`src/rtl/memory_stage.sv`:
```
// ============================================================================
// memory_stage : pipeline MEM stage, single-outstanding load/store port.
// Rev 1.0 : initial release
// ============================================================================
`default_nettype none

package memory_stage_pkg;
  typedef struct packed {
    logic [4:0] rd;
    logic       reg_write;
    logic       mem;
    logic       iop;
    logic [2:0] fcs_opcode;
  } control_s;

  typedef enum logic [1:0] {
    MEM_IDLE = 2'd0,
    MEM_REQ  = 2'd1,
    MEM_WAIT = 2'd2,
    MEM_DONE = 2'd3
  } MEM_state_t;
endpackage

module memory_stage
  import memory_stage_pkg::*;
#(
  parameter int XLEN = 32
) (
  input  logic              i_clk,
  input  logic              i_reset_n,
  input  logic              i_ex_valid,
  output logic              o_mem_ready,
  input  control_s          i_control_signal,
  input  logic [XLEN-1:0]   i_alu_result,
  input  logic [XLEN-1:0]   i_store_data,
  output logic              o_dmem_req,
  output logic              o_dmem_we,
  output logic [XLEN-1:0]   o_dmem_addr,
  output logic [XLEN-1:0]   o_dmem_wdata,
  output logic [XLEN/8-1:0] o_dmem_wstrb,
  input  logic              i_dmem_gnt,
  input  logic              i_dmem_rvalid,
  input  logic [XLEN-1:0]   i_dmem_rdata,
  output logic              o_wb_valid,
  input  logic              i_wb_ready,
  output logic [XLEN-1:0]   o_wb_data,
  output control_s          o_control_signal,
  output logic              o_mem_fault,
  output MEM_state_t        o_current_state
);

  MEM_state_t      state_q, state_d;
  control_s        ctrl_q, ctrl_d;
  logic [XLEN-1:0] addr_q, addr_d;
  logic [XLEN-1:0] sdata_q, sdata_d;
  logic [XLEN-1:0] wb_data_q, wb_data_d;
  logic            fault_q, fault_d;

  logic            in_width_ok;
  logic            in_misaligned;
  logic            in_fault;
  logic [7:0]      lane_byte;
  logic [15:0]     lane_half;
  logic            load_signed;
  logic [XLEN-1:0] load_value;
  logic [3:0]      store_strb;
  logic [XLEN-1:0] store_wdata;

  // Legality is decided on the incoming bundle so a faulting access never reaches MEM_REQ.
  always_comb begin
    if (i_control_signal.iop) begin
      in_width_ok = i_control_signal.fcs_opcode inside {3'b000, 3'b001, 3'b010};
    end else begin
      in_width_ok = i_control_signal.fcs_opcode inside {3'b000, 3'b001, 3'b010, 3'b100, 3'b101};
    end
    in_misaligned = ((i_control_signal.fcs_opcode[1:0] == 2'b01) && i_alu_result[0]) ||
                    ((i_control_signal.fcs_opcode[1:0] == 2'b10) && (i_alu_result[1:0] != 2'b00));
    in_fault      = !in_width_ok || in_misaligned;
  end

  always_comb begin
    lane_byte   = i_dmem_rdata[{addr_q[1:0], 3'b000} +: 8];
    lane_half   = i_dmem_rdata[{addr_q[1], 4'b0000} +: 16];
    load_signed = !ctrl_q.fcs_opcode[2];
    case (ctrl_q.fcs_opcode[1:0])
      2'b00:   load_value = {{(XLEN-8){load_signed & lane_byte[7]}}, lane_byte};
      2'b01:   load_value = {{(XLEN-16){load_signed & lane_half[15]}}, lane_half};
      default: load_value = i_dmem_rdata;
    endcase
  end

  always_comb begin
    case (ctrl_q.fcs_opcode[1:0])
      2'b00: begin
        store_strb  = 4'b0001 << addr_q[1:0];
        store_wdata = {4{sdata_q[7:0]}};
      end
      2'b01: begin
        store_strb  = 4'b0011 << addr_q[1:0];
        store_wdata = {2{sdata_q[15:0]}};
      end
      default: begin
        store_strb  = 4'b1111;
        store_wdata = sdata_q;
      end
    endcase
  end

  always_comb begin
    state_d   = state_q;
    ctrl_d    = ctrl_q;
    addr_d    = addr_q;
    sdata_d   = sdata_q;
    wb_data_d = wb_data_q;
    fault_d   = fault_q;
    case (state_q)
      MEM_IDLE: begin
        if (i_ex_valid) begin
          ctrl_d    = i_control_signal;
          addr_d    = i_alu_result;
          sdata_d   = i_store_data;
          fault_d   = 1'b0;
          wb_data_d = '0;
          if (!i_control_signal.mem) begin
            wb_data_d = i_alu_result;
            state_d   = MEM_DONE;
          end else if (in_fault) begin
            fault_d = 1'b1;
            state_d = MEM_DONE;
          end else begin
            state_d = MEM_REQ;
          end
        end
      end
      MEM_REQ: begin
        if (i_dmem_gnt) begin
          state_d = ctrl_q.iop ? MEM_DONE : MEM_WAIT;
        end
      end
      MEM_WAIT: begin
        if (i_dmem_rvalid) begin
          wb_data_d = load_value;
          state_d   = MEM_DONE;
        end
      end
      MEM_DONE: begin
        if (i_wb_ready) begin
          state_d = MEM_IDLE;
        end
      end
      default: state_d = MEM_IDLE;
    endcase
  end

  always_ff @(posedge i_clk) begin
    if (!i_reset_n) begin
      state_q   <= MEM_IDLE;
      ctrl_q    <= '0;
      addr_q    <= '0;
      sdata_q   <= '0;
      wb_data_q <= '0;
      fault_q   <= 1'b0;
    end else begin
      state_q   <= state_d;
      ctrl_q    <= ctrl_d;
      addr_q    <= addr_d;
      sdata_q   <= sdata_d;
      wb_data_q <= wb_data_d;
      fault_q   <= fault_d;
    end
  end

  // Memory-port outputs are pure decodes of state and registered fields.
  assign o_mem_ready      = (state_q == MEM_IDLE);
  assign o_dmem_req       = (state_q == MEM_REQ);
  assign o_dmem_we        = o_dmem_req && ctrl_q.iop;
  assign o_dmem_addr      = o_dmem_req ? {addr_q[XLEN-1:2], 2'b00} : '0;
  assign o_dmem_wdata     = o_dmem_we ? store_wdata : '0;
  assign o_dmem_wstrb     = o_dmem_we ? store_strb : '0;
  assign o_wb_valid       = (state_q == MEM_DONE);
  assign o_wb_data        = wb_data_q;
  assign o_mem_fault      = fault_q;
  assign o_control_signal = ctrl_q;
  assign o_current_state  = state_q;

endmodule

`default_nettype wire

```
`config.mk`:
```
export PLATFORM = sky130hd
export DESIGN_NAME = memory_stage
export DESIGN_NICKNAME = d
export VERILOG_FILES = /design/src/rtl/memory_stage.sv
export SDC_FILE = /design/constraint.sdc
export NUM_CORES = 1
export LEC_CHECK = 0
export CAP_MARGIN = 20
export CORE_MARGIN = 2
export CORE_UTILIZATION = 33
export CTS_CLUSTER_SIZE = 40
export DETAILED_ROUTE_END_ITERATION = 7
export GPL_ROUTABILITY_DRIVEN = 0
export SYNTH_ARGS = -nofsm -noshare
export SYNTH_HDL_FRONTEND = slang
export SYNTH_SLANG_ARGS = --single-unit
```
`constraint.sdc`:
```
create_clock -name i_clk -period 3 [get_ports i_clk]
set_input_delay 0.3 -clock i_clk [delete_from_list [all_inputs] [get_ports i_clk]]
set_output_delay 0.3 -clock i_clk [all_outputs]
set_load 0.05 [all_outputs]
```
==> flow_summary.yaml <==
worst_setup_path:
  worst_setup_path_start_kind: "flop"
  crit_chain: "inv_1, ha_1, clkdlybuf4s50_1"
  cp_slowest_cell: "clkdlybuf4s50_1"
  crit_required_ps: 2700
  arrival_ps: 2170
  worstSetupPathType: "flop to primary output"
  crit_fanout: 11
  cp_slowest_stage_delay_ps: 890
  end_kind: "primary output"
clock_network:
  cts.sinks: 110
  cts_tree: "done"
  cts_setup_buffers: 0
  insertion_delay_ps: 360
  cts_root_buf: "clkbuf_16"
  path_clk_slew_ps: 70
  holdBufCountCts: 0
  cts.repair.resized: 0
  numCtsBuffers: 9
  cts_max_level: 3
  cts_buffer_depth: 2
floorplan:
  io_pins: 231
  initial_utilization: 0.337
  dieArea_mm2: 0.0187
  fp.dieH_um: 137
  die_w_um: 137
  core_mm2: 0.0172
  rows: 48
sta:
  fin_crit_ps: 2470
  setup_tns_ps: 0
  slew_headroom: 0.549
  maxClockFrequency_mhz: 404
  setup_violations: 0
  holdWs_ps: 449
  finalHoldViolCount: 0
  skew_ps: 6.10
  drv_slew: 0
  setup_ws_ps: 527
  tightest_slew_ps: 676
  rsz0062_at_grt: "false"
  period_share: 0.824
global_routing:
  gr-usage-all-layers: 0.224
  antenna_found_initial: 1
  grt_overflow: 0
  grt_pass1_vias: 5677
  grt_max_degree: 77
  grt_pass1_wl_um: 32200
place:
  dp_cells: 1181
  dp.final_hpwl_um: 15200
  port_buffers: 228
  pre_cts_ws_ps: 894
synth:
  netlist_instances: 784
  async_reset_ff_frac: 0
  synth_area_mm2: 0.00581
  synth_flop_cell: "dfxtp_1"
  synth_edf_count: 0
  synth_area_leaders: "dfxtp_1, nand2_1, a21oi_1"
  synth_top_area_frac: 0.379
  yosys.area.top_type: "dfxtp_1"
  synth-seq-cells: 110
  synth.distinct_cells: 52
  yosysSeqAreaShare: 0.379
  avgSynthCellArea_um2: 7.41
  yosys_warnings: 0
route:
  ant_nets: 0
  via_per_inst: 5.11
  wirelength_um: 21200
  drtIter0Drc: 390
  vias: 6117
  route.detailed.drc: 0
  dr.pass1.iters: 4
  avgRoutedWirePerCell_um: 17.7
status:
  status: "completed"
final_layout:
  final_util: 0.504
  nNetsFinal: 1084
  final-instance-count-excl-fill: 1198
  layout-drive-gt1-share: 0.114
  syn2layout_area_growth_pct: 49.7
job:
  cap_viol_max_count: 0
worst_hold_path:
  hold_class: "flop to flop"
power:
  power_density_mw_per_mm2: 765
  peakVddDrop_uv: 465
  leakagePower_nw: 3.22
layout make-up:
class / instances / area (um2)
fillers: 1711 / 8550
multi-input cells: 598 / 3250
repair buffers: 241 / 2620
flip-flops and latches: 110 / 2200
well taps: 225 / 282
clock buffers: 10 / 229
clock inverters: 6 / 70.1
inverters: 7 / 26.3
diodes: 1 / 2.50
report_power, final:
part	switching [mW]	internal, mW
Clock	0.581	0.655
Sequential	0.271	1.83
Combinational	2.18	1.13
Total	3.03	3.61
critical path, delay by kind of cell, from the launching register on:
family	cells	cell delay (ps)
DFF	1	380
buffers and inverters	2	990
adders and majority gates	1	440
cells by family (layout without fill, tap and decap cells):
kind of cell	Yosys count	in the layout	share of synthesized area
multiplexers	18	18	0.0328
AO/OA/AOI/OAI	215	215	0.233
AND/OR/NAND/NOR	359	359	0.282
other	1	3	0.000646
adder cells (fa/ha/maj)	4	4	0.00862
buffers and inverters	77	264	0.0634
flip-flops	110	110	0.379
registers in the layout, summed over array words and instances (netlist names):
signal / flops
o_current_state: 2
o_mem_fault: 1
o_control_signal: 11
addr_q: 32
o_wb_data: 32
sdata_q: 32
per-stage QoR:
stage               power (mW)  cell area, um2
floorplan                 4.36            5820
global placement          5.42            8390
detailed placement        5.45            8390
CTS                       6.68            8690
global route              7.01            8690
finish                    6.64            8690
layer usage:
metal,GRT usage,vias to the layer above,wire (um)
met5,0,-,0
met4,0.0723,0,448
met3,0.0596,28,1830
met2,0.334,202,9120
met1,0.312,2819,9770
li1,-,3068,-
synth_stat cells, types with 2 or more instances:
cell / n
nand2_1: 205
a21oi_1: 111
dfxtp_1: 110
nor2_1: 52
clkbuf_1: 35
and2_1: 31
buf_2: 24
o21ai_0: 22
nor3_1: 18
a221o_1: 16
mux2i_1: 16
nor2b_1: 14
and3_1: 9
a211oi_1: 8
a221oi_1: 8
a31oi_1: 8
o21ai_1: 8
a211o_1: 7
and4b_1: 7
o2111a_1: 7
o22ai_1: 7
buf_6: 5
inv_1: 5
nand2b_1: 5
ha_1: 4
o211ai_1: 4
and2b_1: 3
buf_1: 3
buf_4: 3
nand3_1: 3
o31ai_1: 3
mux2_4: 2
nand3b_1: 2
worst paths after layout:
path / start / to / slack (ps) / cells past startpoint
min reg2reg: o_wb_data[10]$_SDFFE_PN0P_ / o_wb_data[10]$_SDFFE_PN0P_ / 450 / 2
max reg2reg: o_current_state[1]$_SDFFE_PN0P_ / o_wb_data[20]$_SDFFE_PN0P_ / 890 / 7
max: o_current_state[1]$_SDFFE_PN0P_ / o_mem_ready / 530 / 3
min: o_wb_data[10]$_SDFFE_PN0P_ / o_wb_data[10]$_SDFFE_PN0P_ / 450 / 2
placed cells by master (no fill, tap or decap), types with 2 or more instances in the layout:
cell	count
o2111a_1	7
and3_1	9
nor2_1	52
clkbuf_16	9
conb_1	2
nand3_1	3
o211ai_1	4
clkdlybuf4s50_1	160
and2_1	30
a221o_1	16
o21ai_0	22
nand3b_1	2
o31ai_1	3
nor2b_1	14
a31oi_1	8
mux2_4	2
ha_1	4
buf_12	33
nand2b_1	5
dfxtp_1	109
buf_4	48
mux2i_1	16
inv_1	5
and4b_1	7
clkinv_4	3
o22ai_1	7
and2b_1	3
nand2_1	204
a211oi_1	8
a221oi_1	8
a211o_1	7
a21oi_1	111
o21ai_1	8
nor3_1	17
No activity file was read; power rests on OpenSTA's default activity.
